$ cat src/rtl/pwm_pkg.sv
// Shared types and defaults for the PWM generator slice.
package pwm_pkg;

    typedef enum logic [1:0] {IDLE, ARM, RUN, STOP} pwm_state_t;

    localparam int CNT_W_DEF = 4;

endpackage

$ cat src/rtl/pwm_duty_shadow.sv
// Double-buffered duty: valid/ready capture into pending, swap to active at cnt==0.
// eff_duty is combinational; duty_ready stays low from capture until the next boundary swap.
module pwm_duty_shadow
    import pwm_pkg::*;
#(
    parameter int CNT_W = CNT_W_DEF
) (
    input  logic             clk,
    input  logic             rst,
    input  logic             boundary,
    input  logic [CNT_W:0]   duty_in,
    input  logic             duty_valid,
    output logic             duty_ready,
    output logic [CNT_W:0]   eff_duty
);

    localparam logic [CNT_W:0] DUTY_MAX = {1'b1, {CNT_W{1'b0}}};

    logic [CNT_W:0] active_q, active_d;
    logic [CNT_W:0] pending_q, pending_d;
    logic           pending_full_q, pending_full_d;
    logic [CNT_W:0] duty_clamped;
    logic           xfer;

    assign duty_ready   = !pending_full_q && !rst;
    assign xfer         = duty_valid && duty_ready;
    assign duty_clamped = (duty_in > DUTY_MAX) ? DUTY_MAX : duty_in;
    assign eff_duty     = (boundary && pending_full_q) ? pending_q : active_q;

    always_comb begin
        active_d       = active_q;
        pending_d      = pending_q;
        pending_full_d = pending_full_q;
        if (boundary && pending_full_q) begin
            active_d       = pending_q;
            pending_full_d = 1'b0;
        end
        // Ready is low while full, so a transfer never collides with the swap above.
        if (xfer) begin
            pending_d      = duty_clamped;
            pending_full_d = 1'b1;
        end
    end

    always_ff @(posedge clk) begin
        if (rst) begin
            active_q       <= '0;
            pending_q      <= '0;
            pending_full_q <= 1'b0;
        end else begin
            active_q       <= active_d;
            pending_q      <= pending_d;
            pending_full_q <= pending_full_d;
        end
    end

endmodule

$ cat src/rtl/pwm_gen.sv
// Period-aligned PWM from an upstream free-running count; pwm_out registered, 1 clk latency.
// Optional completed-period counter under PWM_PERIOD_CNT_EN.
module pwm_gen
    import pwm_pkg::*;
#(
    parameter int CNT_W = CNT_W_DEF
`ifdef PWM_PERIOD_CNT_EN
    ,
    parameter int PC_W  = 8
`endif
) (
    input  logic             clk,
    input  logic             rst,
    input  logic [CNT_W-1:0] cnt,
    input  logic             en,
    input  logic [CNT_W:0]   duty_in,
    input  logic             duty_valid,
    output logic             duty_ready,
    output logic             pwm_out,
    output logic             period_start,
    output logic             busy
`ifdef PWM_PERIOD_CNT_EN
    ,
    output logic [PC_W-1:0]  period_count
`endif
);

    pwm_state_t     state_q, state_d;
    logic           pwm_out_q, pwm_out_d;
    logic           period_start_q, period_start_d;
    logic           driving;
    logic           boundary;
    logic [CNT_W:0] eff_duty;

    assign boundary     = (cnt == '0);
    assign pwm_out      = pwm_out_q;
    assign period_start = period_start_q;
    assign busy         = (state_q != IDLE);

    pwm_duty_shadow #(
        .CNT_W      (CNT_W)
    ) u_shadow (
        .clk        (clk),
        .rst        (rst),
        .boundary   (boundary),
        .duty_in    (duty_in),
        .duty_valid (duty_valid),
        .duty_ready (duty_ready),
        .eff_duty   (eff_duty)
    );

    always_comb begin
        state_d = state_q;
        driving = 1'b0;
        case (state_q)
            IDLE: begin
                if (en) state_d = ARM;
            end
            ARM: begin
                if (!en) begin
                    state_d = IDLE;
                end else if (boundary) begin
                    state_d = RUN;
                    driving = 1'b1;
                end
            end
            RUN: begin
                driving = 1'b1;
                if (!en) state_d = STOP;
            end
            STOP: begin
                // Finish the current period; only stop at the next boundary.
                if (en) begin
                    state_d = RUN;
                    driving = 1'b1;
                end else if (boundary) begin
                    state_d = IDLE;
                end else begin
                    driving = 1'b1;
                end
            end
            default: state_d = IDLE;
        endcase
        pwm_out_d      = driving && ({1'b0, cnt} < eff_duty);
        period_start_d = driving && boundary;
    end

    always_ff @(posedge clk) begin
        if (rst) begin
            state_q        <= IDLE;
            pwm_out_q      <= 1'b0;
            period_start_q <= 1'b0;
        end else begin
            state_q        <= state_d;
            pwm_out_q      <= pwm_out_d;
            period_start_q <= period_start_d;
        end
    end

`ifdef PWM_PERIOD_CNT_EN
    logic            seen_start_q, seen_start_d;
    logic [PC_W-1:0] period_count_q, period_count_d;

    assign period_count = period_count_q;

    // The first start of a run opens a period; every later start closes one.
    always_comb begin
        seen_start_d   = seen_start_q;
        period_count_d = period_count_q;
        if (period_start_d) begin
            seen_start_d = 1'b1;
            if (seen_start_q && (period_count_q != '1)) begin
                period_count_d = period_count_q + PC_W'(1);
            end
        end
        if (state_d == IDLE) seen_start_d = 1'b0;
    end

    always_ff @(posedge clk) begin
        if (rst) begin
            seen_start_q   <= 1'b0;
            period_count_q <= '0;
        end else begin
            seen_start_q   <= seen_start_d;
            period_count_q <= period_count_d;
        end
    end
`endif

endmodule

$ cat config.mk
export PLATFORM = sky130hd
export DESIGN_NAME = pwm_gen
export DESIGN_NICKNAME = d
export VERILOG_FILES = /design/src/rtl/pwm_pkg.sv /design/src/rtl/pwm_duty_shadow.sv /design/src/rtl/pwm_gen.sv
export SDC_FILE = /design/constraint.sdc
export NUM_CORES = 1
export LEC_CHECK = 0
export CORE_MARGIN = 4
export CORE_UTILIZATION = 25
export DETAILED_ROUTE_END_ITERATION = 6
export PLACE_DENSITY = 0.44
export SLEW_MARGIN = 20
export SYNTH_ARGS = -nofsm -noshare
export SYNTH_HDL_FRONTEND = slang
export SYNTH_HIERARCHICAL = 1
export SYNTH_SLANG_ARGS = --single-unit
$ cat constraint.sdc
create_clock -name clk -period 3.8 [get_ports clk]
set_clock_uncertainty 0.2 [all_clocks]
set_input_delay 0.57 -clock clk [delete_from_list [all_inputs] [get_ports clk]]
set_output_delay 0.57 -clock clk [all_outputs]
set_load 0.1 [all_outputs]
Word-level counts from Yosys, hierarchy flattened
Index checks and enable logic that the tools add are counted.
{"block": "op_classes", "n_lt_le_gt_ge": 2, "n_bitwise": 0, "div_mod_pow": 0, "add_sub_neg": 0, "multipliers": 0, "n_eq_ne": 7, "shift": 0, "reduce_logical": 12, "muxes": 16}
{"op": "$mux 2", "count": 6}
{"op": "$mux 5", "count": 2}
{"op": "$pmux 2 s4", "count": 1}
{"op": "$mux 1", "count": 6}
{"op": "$ne 3x3->1 const B", "count": 2}
{"op": "$gt 5x5->1 const B", "count": 1}
{"op": "$logic_and 1x1->1", "count": 5}
{"op": "$lt 4x5->1", "count": 1}
{"op": "$eq 2x2->1 const B", "count": 2}
{"op": "$logic_not 4->1", "count": 1}
{"op": "$ne 2x2->1 const B", "count": 2}
{"op": "$reduce_and 4->1", "count": 1}
{"op": "$reduce_bool 2->1", "count": 2}
{"op": "$pmux 1 s3", "count": 1}
{"op": "$eq 2x1->1 const B", "count": 1}
{"op": "$logic_not 1->1", "count": 2}
{"op": "$logic_not 2->1", "count": 1}
{"block": "totals", "latchBits": 0, "romBits": 0, "ramBits": 0, "regBits": 15, "memories": 0, "wordCells": 43, "inputBits": 13}

Depth between registers and ports, before layout
Gate-level depths: netlist of the first run.
{"block": "logic_depth", "ltp_word": 5, "ltp_mapped": 8}

Cells and area by module
The synthesis of the first run kept the hierarchy.
{"module": "pwm_duty_shadow", "seq_area_each_um2": 220.2, "n_inst": 1, "area_each_um2": 484.2, "cells_each": 43}
{"module": "pwm_gen", "seq_area_each_um2": 80.1, "n_inst": 1, "area_each_um2": 255.2, "cells_each": 27}

Worst setup path after synthesis of the first run
No wires, ideal clock.
{"block": "synth_path", "kind": "in2out", "start": "in rst", "end": "out duty_ready", "path_slack_ns": 1.005, "n_path_buf": 1, "path_stages": 2, "required_ns": 3.030, "t_arrival_ns": 2.025, "path_cell_list": "buf_2 nor2_1"}
{"block": "synth_between", "elab_chain_len": 2}
{"element": "start, declared", "line": "pwm_gen.sv:13", "rtl": "input logic rst,"}
{"element": "$logic_not 1->1", "line": "pwm_duty_shadow.sv:25", "rtl": "assign duty_ready = !pending_full_q && !rst;"}
{"element": "$logic_and 1x1->1", "line": "pwm_duty_shadow.sv:25"}
{"element": "end, declared", "line": "pwm_gen.sv:18", "rtl": "output logic duty_ready,"}
No other way between the ends.

Final worst setup path of the first run
{"block": "layout_path", "start": "reg state_q[0]", "end": "out busy"}
{"block": "layout_between", "elab_chain_len": 1}
{"element": "start, declared", "line": "pwm_gen.sv:28", "rtl": "pwm_state_t state_q, state_d;"}
{"element": "start signal, assigned", "line": "pwm_gen.sv:94", "rtl": "state_q <= state_d;"}
{"element": "$reduce_bool 2->1", "line": "pwm_gen.sv:38", "rtl": "assign busy = (state_q != IDLE);"}
{"element": "end, declared", "line": "pwm_gen.sv:21", "rtl": "output logic busy"}
No other way between the ends.

==> impl_metrics.json, run 1 <==
{
  "switching_power_mw": 0.08267,
  "vias": 514,
  "synthXorXnorAreaFrac_pct": 1.184,
  "slowest_delay_ns": 1.11,
  "setup_viol_count_final": 0,
  "tns_ns": 0,
  "yosys-top-cells-count": "dfxtp_1, a21oi_1, nand2_1",
  "numClockSinks": 15,
  "ys.flop_type": "dfxtp_1",
  "critical_path.max_fanout": 5,
  "insertion_delay_ns": 0.28,
  "worstPathArrival_ns": 1.94,
  "hold_violations": 0,
  "syn_nets": 86,
  "grt_pass1_wl_mm": 2.318,
  "swShare_pct": 27.13,
  "cts_buffers": 3,
  "n_fill_cell": 288,
  "cts_buffer_depth": 2,
  "synth_area_leader_cell": "dfxtp_1",
  "stdcell_area_um2": 965.9,
  "grt_setup_unrepaired": "false",
  "layout.nets": 107,
  "synth_top_family_by_area": "simple AND/OR/NAND/NOR gates",
  "path_clk_slew_ns": 0.09,
  "gp_congestion": 0.6672,
  "n_antenna_cell": 0,
  "yosysSeqAreaShare_pct": 40.61,
  "ys_ff_latch": 15,
  "ys_types": 22,
  "period_needed_ns": 2.706,
  "path_class": "reg2out",
  "max_cap_viol_count": 0,
  "wl_mm": 1.331,
  "hold_start": "u_shadow/pending_q[0]$_SDFFE_PP0P_",
  "first_pass_iters": 4,
  "initialDrtViolationCount": 5,
  "power.share.clock_pct": 30.1,
  "path_cells": "or2_2 -> clkdlybuf4s50_1",
  "synth_compound_area_share_pct": 8.291,
  "dieArea_um2": 3892,
  "grt_max_degree": 17,
  "h-tree-depth": 1,
  "power_mw": 0.3047,
  "synth-edff-count": 0,
  "cts_root_buf": "clkbuf_4",
  "required_ns": 3.03,
  "wl_per_cell_um": 11.00,
  "hold_buffers": 0,
  "relSlewSlack_pct": 35.58,
  "fp.dieW_um": 62.39,
  "tritoncts": "done",
  "hold_path.class": "reg2reg",
  "drive_gt1_share_pct": 22.22,
  "power.leakage_nw": 0.3668,
  "dp_hpwl_mm": 1.045,
  "cp-end-kind": "output port",
  "track_usage_pct": 7.520,
  "netlist_top_cells_area": "dfxtp_1, mux2_4, nor2b_4, ha_1, a21oi_1",
  "ctsResizeCount": 0,
  "power_density_nw_per_um2": 315.4,
  "p_int_mw": 0.2220,
  "core_um2": 2781,
  "period_share_pct": 71.21,
  "seqCellArea_um2": 300.3,
  "place_area_um2": 938.4,
  "syn_area_per_cell_um2": 10.56,
  "ys_warn_count": 6,
  "fp.dieH_um": 62.39,
  "crit_start": "state_q[0]$_SDFFE_PP0P_",
  "critPathLaunchType": "register",
  "routed_via_density": 4.248,
  "slew_violations": 0,
  "antenna_found_initial": 0,
  "yosysMostFrequentCell": "dfxtp_1",
  "status": "complete, no violations",
  "multi_input_area_um2": 422.9,
  "grt_overflow": 0,
  "synthMuxAreaShare_pct": 11.51,
  "area_growth_pct": 30.63,
  "grt_pass1_vias": 529,
  "crit_slowest_cell": "clkdlybuf4s50_1",
  "port_buffers": 16,
  "yosys.area_share.simple_pct": 31.13,
  "fmaxAchievable_ghz": 0.3696,
  "syn_inst": 70,
  "vdd_ir_drop_max_v": 0.0001779,
  "syn_area_um2": 739.5,
  "row_count": 19,
  "synth_adder_area_share_pct": 5.076,
  "synth-async-reset-ratio_pct": 0,
  "initial_core_util_pct": 26.59,
  "ios": 17,
  "ant_nets": 0,
  "drc": 0,
  "worst_slew_pin_slew_ns": 0.9633,
  "rr_startpoint": "u_shadow/pending_full_q$_SDFFE_PP0P_",
  "p_comb_share_pct": 16.0,
  "yosysTopAreaCellShare_pct": 40.61,
  "cts_setup_buffers": 0,
  "seqPwrFrac_pct": 53.9
}
[state kept, by name (all words and copies together), names as in the netlist, named ones only]
register,flops
u_shadow/active_q,5
u_shadow/pending_q,5
period_start,1
pwm_out,1
state_q,1
u_shadow/pending_full_q,1
[metrics by stage]
step	cells	setup WS (ns)	utilization [%]	hold WS [ns]
finish	121	1.094	34.73	0.2624
detailed placement	117	0.8574	33.74	0.2551
CTS	121	1.072	34.73	0.2695
global route	121	1.011	34.73	0.2932
global placement	117	0.9225	33.74	0.2483
floorplan	70	1.005	-	0.2314
[layout make-up]
| class | count | share of cell area, % |
|---|---|---|
| Clock buffer | 3 | 2.332 |
| Inverter | 3 | 1.166 |
| Sequential cell | 15 | 31.09 |
| Timing Repair Buffer | 17 | 17.10 |
| Multi-Input combinational cell | 51 | 43.78 |
| Tap cell | 31 | 4.016 |
| Clock inverter | 1 | 0.5181 |
[per-layer routing]
layer / part of all wire (%) / wire length [um] / GRT usage, % / vias up
li1: - / - / - / 280
met1: 52 / 693 / 9.461 / 217
met2: 40 / 536 / 10.62 / 15
met3: 6.5 / 87 / 4.496 / 2
met4: 0.98 / 13 / 2.387 / 0
met5: 0 / 0 / 0 / -
[power groups by stage]
stage / logic [mW] / registers [mW] / clock network, mW
6_report: 0.0486 / 0.164 / 0.0918
5_1_grt: 0.0524 / 0.165 / 0.103
4_1_cts: 0.0495 / 0.164 / 0.0986
3_5_place_dp: 0.0494 / 0.168 / 0
3_3_place_gp: 0.0491 / 0.168 / 0
2_1_floorplan: 0.0268 / 0.168 / 0
[critical path: cells and delay by family, from the launching register on]
family / cells / cell delay (ns)
simple gates: 1 / 0.14
buf+inv: 1 / 1.11
flops: 1 / 0.41
[path summary, 6_finish.rpt]
kind                                        end  slack, ns  cells after the start
max reg2reg                  pwm_out$_SDFF_PP0_       2.01                      7
min reg2reg  u_shadow/pending_q[0]$_SDFFE_PP0P_       0.26                      2
min          u_shadow/pending_q[0]$_SDFFE_PP0P_       0.26                      2
max                                        busy       1.09                      2
[kinds of logic after synthesis]
group,after synthesis
AO/OA/AOI/OAI,11
flip-flops,15
XOR/XNOR,1
AND/OR/NAND/NOR,30
adder cells (fa/ha/maj),3
buffers and inverters,4
multiplexers,6
[cells in the final DEF (no fill, tap or decap), drive strengths merged]
cell and count:
a211oi 1, a21oi 6, a2bb2oi 1, and2b 1, and4b 1, buf 2, clkbuf 3, clkdlybuf4s50 15
clkinv 1, dfxtp 15, ha 3, inv 3, mux2 5, mux2i 1, nand2 7, nand2b 2
nand3b 4, nor2 5, nor2b 5, nor3b 2, nor4 1, o21ai 3, or2 2, xnor2 1
Note: power is estimated with default switching activity, not from simulation.
==> run 2, diff against run 1 <==
--- a/config.mk
+++ b/config.mk
@@ -8,7 +8,7 @@
 export CORE_MARGIN = 4
 export CORE_UTILIZATION = 25
 export DETAILED_ROUTE_END_ITERATION = 6
-export PLACE_DENSITY = 0.44
+export PLACE_DENSITY = 0.45
 export SLEW_MARGIN = 20
 export SYNTH_ARGS = -nofsm -noshare
 export SYNTH_HDL_FRONTEND = slang
==> constraint.sdc (replaced) <==
create_clock -name clk -period 2.25 [get_ports clk]
set_clock_uncertainty 0.2 [all_clocks]
set_input_delay 0.3375 -clock clk [delete_from_list [all_inputs] [get_ports clk]]
set_output_delay 0.3375 -clock clk [all_outputs]
set_load 0.1 [all_outputs]
==> run 2 against run 1 <==
Against the previous run: sequential share of layout area shrank 2.2 points; design area grew 7.8%; die area is the same; power grew 70%; critical endpoint is now pwm_out$_SDFF_PP0_.
==> impl_metrics.json, run 2 (same netlist as run 1, synthesis figures left out) <==
{
  "hold_buffers": 0,
  "hold_path.class": "reg2reg",
  "r2r_slack_ns": 0.48,
  "layout.nets": 115,
  "hold_violations": 0,
  "ant_nets": 0,
  "core_um2": 2781,
  "track_usage_pct": 8.104,
  "critPathLaunchType": "primary input",
  "grt_setup_unrepaired": "false",
  "required_ns": 2.26,
  "crit_start": "cnt[1]",
  "setup_viol_count_final": 0,
  "drc": 0,
  "path_class": "in2reg",
  "ios": 17,
  "h-tree-depth": 1,
  "numClockSinks": 15,
  "insertion_delay_ns": 0.28,
  "critical_path.max_fanout": 5,
  "routed_via_density": 4.372,
  "crit_end": "pwm_out$_SDFF_PP0_",
  "fp.dieW_um": 62.39,
  "max_cap_viol_count": 0,
  "status": "complete, no violations",
  "initial_core_util_pct": 26.59,
  "power.leakage_nw": 0.4411,
  "grt_pass1_vias": 548,
  "slew_violations": 0,
  "power_mw": 0.5186,
  "row_count": 19,
  "relSlewSlack_pct": 79.94,
  "reg.largest.list": "u_shadow/active_q x5, u_shadow/pending_q x5",
  "worst_slew_pin_slew_ns": 0.2987,
  "initialDrtViolationCount": 8,
  "final_common_cell": "dfxtp_1",
  "period_share_pct": 92.32,
  "place_area_um2": 998.5,
  "cts_buffers": 3,
  "grt_overflow": 0,
  "cp_top_family": "buffers and inverters",
  "layout_common_cells": "dfxtp_1, buf_4, clkdlybuf4s50_1",
  "cp-end-kind": "register",
  "port_buffers": 16,
  "dieArea_um2": 3892,
  "stdcell_area_um2": 1041,
  "r2r_cells": 7,
  "vias": 564,
  "rr_startpoint": "u_shadow/pending_full_q$_SDFFE_PP0P_",
  "path_clk_slew_ns": 0.09,
  "tritoncts": "done",
  "n_fill_cell": 289,
  "vdd_ir_drop_max_v": 0.0003451,
  "tns_ns": 0,
  "worst-path-stages": 9,
  "drive_gt1_share_pct": 32.65,
  "crit_slowest_cell": "clkdlybuf4s50_1",
  "fp.dieH_um": 62.39,
  "worstPathArrival_ns": 2.09,
  "fmaxAchievable_ghz": 0.4814,
  "dp_hpwl_mm": 1.108,
  "slowest_delay_ns": 0.47,
  "critPathMostFrequentCell": "o21ai_0",
  "period_needed_ns": 2.077,
  "wl_mm": 1.379,
  "antenna_found_initial": 0,
  "grt_max_degree": 13,
  "path_cells": "clkdlybuf4s50_1 -> nor4_4 -> nand2_4 -> mux2_4 -> inv_1 -> ha_1 -> o21ai_0 -> o21ai_0 -> a2bb2oi_1",
  "power_density_nw_per_um2": 498.2,
  "wl_per_cell_um": 10.69,
  "gp_congestion": 0.6779,
  "r2r-end": "pwm_out$_SDFF_PP0_",
  "first_pass_iters": 4,
  "cts_buffer_depth": 2,
  "grt_pass1_wl_mm": 2.553,
  "area_growth_pct": 40.78,
  "cts_root_buf": "clkbuf_4",
  "path_buf_inv": 2,
  "n_antenna_cell": 0
}
[run 2: per-layer routing]
metal,vias to the layer above,global-route usage (%),share of wire [%]
met5,-,0,0
met4,0,4.775,1.4
met3,2,3.058,7.1
met2,15,11.14,42
met1,248,10.62,50
li1,299,-,-
[run 2: area by class of cell]
cell class | instances | area (um^2) | area share (%)
well taps | 31 | 38.79 | 3.726
inverters | 3 | 11.26 | 1.082
repair buffers | 25 | 237.7 | 22.84
clock buffers | 3 | 22.52 | 2.163
multi-input cells | 51 | 425.4 | 40.87
flip-flops and latches | 15 | 300.3 | 28.85
clock inverters | 1 | 5.005 | 0.4808
[run 2: tightest hold or removal path, cell delays in order (launching register included)]
cell and delay [ns]:
dfxtp_1 0.32, nand2_1 0.05, a21oi_1 0.05
[run 2: worst min-delay path by stage]
stage                                    endpoint                                from  slack (ns)  cells past startpoint
2_1_floorplan     u_shadow/active_q[3]$_SDFF_PP0_                                 rst        0.20                      1
3_3_place_gp   u_shadow/pending_q[3]$_SDFFE_PP0P_  u_shadow/pending_q[3]$_SDFFE_PP0P_        0.25                      2
3_5_place_dp   u_shadow/pending_q[2]$_SDFFE_PP0P_  u_shadow/pending_q[2]$_SDFFE_PP0P_        0.25                      2
4_1_cts        u_shadow/pending_q[2]$_SDFFE_PP0P_  u_shadow/pending_q[2]$_SDFFE_PP0P_        0.26                      2
5_1_grt        u_shadow/pending_q[4]$_SDFFE_PP0P_  u_shadow/pending_q[4]$_SDFFE_PP0P_        0.30                      2
6_report       u_shadow/pending_q[2]$_SDFFE_PP0P_  u_shadow/pending_q[2]$_SDFFE_PP0P_        0.26                      2
[run 2: metrics by stage]
| stage | cells | setup slack [ns] | util (%) | hold WS [ns] |
|---|---|---|---|---|
| 2_1_floorplan | 70 | 0.2557 | - | 0.2018 |
| 3_3_place_gp | 124 | -0.2427 | 35.90 | 0.2456 |
| 3_5_place_dp | 124 | -0.2762 | 35.90 | 0.2478 |
| 4_1_cts | 128 | 0.01716 | 36.89 | 0.2624 |
| 5_1_grt | 129 | 0.01190 | 37.43 | 0.3016 |
| 6_report | 129 | 0.1728 | 37.43 | 0.2613 |
[run 2: what timing repair did]
| item | CTS | global route |
|---|---|---|
| gates resized for setup | 0 | 3 |
| endpoints found under the setup margin | 0 | 1 |
| buffers inserted | 0 | 1 |
[run 2: where the power goes]
group | switching [mW] | internal [mW]
logic | 0.0470 | 0.0449
clock network | 0.0829 | 0.0659
registers | 0.00619 | 0.272
total | 0.136 | 0.383
==> patch (settings of run 2) <==
Change the package constant `CNT_W_DEF` from 4 to 6.
--- a/src/rtl/pwm_pkg.sv
+++ b/src/rtl/pwm_pkg.sv
@@ -3,7 +3,7 @@
 
     typedef enum logic [1:0] {IDLE, ARM, RUN, STOP} pwm_state_t;
 
-    localparam int CNT_W_DEF = 4;
+    localparam int CNT_W_DEF = 6;
 
 endpackage
 
Interface: changed (resized cnt and duty_in); port bits go from 17 to 21. The function was not compared with the original's and may differ.
==> patch against run 2 <==
- critical path depth rose by 2
- total power rose by 35%
- sequential cell count rose by 4
- final area rose by 28%
- routed wire length rose by 49%
- area after synthesis rose by 26%
- setup slack got worse by 66 ps
- maximum frequency fell by 3.1%
- critical endpoint unchanged
- largest power group unchanged
==> patch: results (changes against run 2) <==
* Reg clk slew, reported paths at 70 ps (was 90 ps)
* DRT Pass-1 Iters at 2 (was 4)
* Non-clock buffer count at 34 (was 25)
* Final-layout clock-cell area share at 3.37% (was 2.64%)
* HP Start: u_shadow/pending_q[4] (was u_shadow/pending_q[2])
* CP max-delay cell: mux2_4 (was clkdlybuf4s50_1)
* Leakage at 0.546 nW (was 0.441 nW)
* Root Buffer: clkbuf_8 (was clkbuf_4)
* Critical Path Fanout Max at 4 (was 5)
* Fin util at 38.6% (was 37.4%)
* Met1 WL at 1050 µm (was 684 µm)
* Synthesized flop and latch total at 19 (was 15)
* Slowest stage delay, CP at 310 ps (was 470 ps)
* Non-clk buf share at 22.0% (was 22.8%)
* Placed cells at 168 (was 124)
* Multi-input gate count at 65 (was 51)
* Routed WL at 2050 µm (was 1380 µm)
* Logic inverters at 7 (was 3)
* Gr usage total at 9.12% (was 8.10%)
* Layout net count at 152 (was 115)
* Final worst path period need at 2140 ps (was 2080 ps)
* Total setup buffers inserted after CTS at 2 (was 0)
* Synth cell types at 29 (was 22)
* Vias/cell at 4.24 (was 4.37)
* Final instance area at 1340 µm² (was 1040 µm²)
* First-pass GRT wire length at 3510 µm (was 2550 µm)
* Status: finished clean (unchanged)
* Clk_lat worst skew at 250 ps (was 280 ps)
* CP arrival at 2130 ps (was 2090 ps)
* Pre-CTS WS at -554 ps (was -276 ps)
* Pin count of the biggest net entering global routing at 12 (was 13)
* Max_slew headroom at 74.2% (was 79.9%)
* GR Util met1 at 11.5% (was 10.6%)
* Non-Filler Instances at 175 (was 129)
* Mean post-synth cell area at 9.92 µm² (was 10.6 µm²)
* DR WL met3 at 84 µm (was 98 µm)
* Sequential share of the synthesized area at 40.8% (was 40.6%)
* Cts repair resizes at 10 (was 0)
* Met2 global-route usage at 14.2% (was 11.1%)
* Seq. cell area at 380 µm² (was 300 µm²)
* Fillers at 393 (was 289)
* Met3 Track Usage GR at 2.91% (was 3.06%)
* Synth area leaders: dfxtp_1, mux2_4, ha_1, a21oi_1, nand3b_1 (was dfxtp_1, mux2_4, nor2b_4, ha_1, a21oi_1)
* Synth top cells by count: dfxtp_1, a21oi_1, nand2_1, inv_1, nor2b_1 (was dfxtp_1, a21oi_1, nand2_1)
* Fraction of area in multi-input gates at 39.9% (was 40.9%)
## patch: cell count changes in the layout (fill, tap and decap cells not counted), moves of 3 or more
cell            before  now
nor2_1               4    0
nor2b_1              0    7
dlymetal6s2s_1       3    0
clkbuf_4             3    0
dfxtp_1             15   19
nor2b_4              5    2
o21ai_0              3    0
buf_4               12   16
nand2_1              6    9
clkbuf_8             0    3
inv_1                3    6
## patch: kinds of logic (layout without fill, tap and decap cells)
logic type | count (synthesis) | after routing | synth area share (%)
AOI/OAI and AO/OA | 16 | 16 | 10.2
xor gates and xnor gates | 1 | 1 | 0.940
adders and majority gates | 5 | 5 | 6.71
buffers and inverters | 10 | 45 | 4.30
DFF | 19 | 19 | 40.8
muxes | 7 | 7 | 10.5
and+or+nand+nor | 36 | 36 | 26.6
## patch: where the power goes
part	switching, W	total (W)	internal, W
registers	0.00000706	0.000351	0.000344
clock network	0.000112	0.000238	0.000126
logic	0.0000559	0.000111	0.0000554
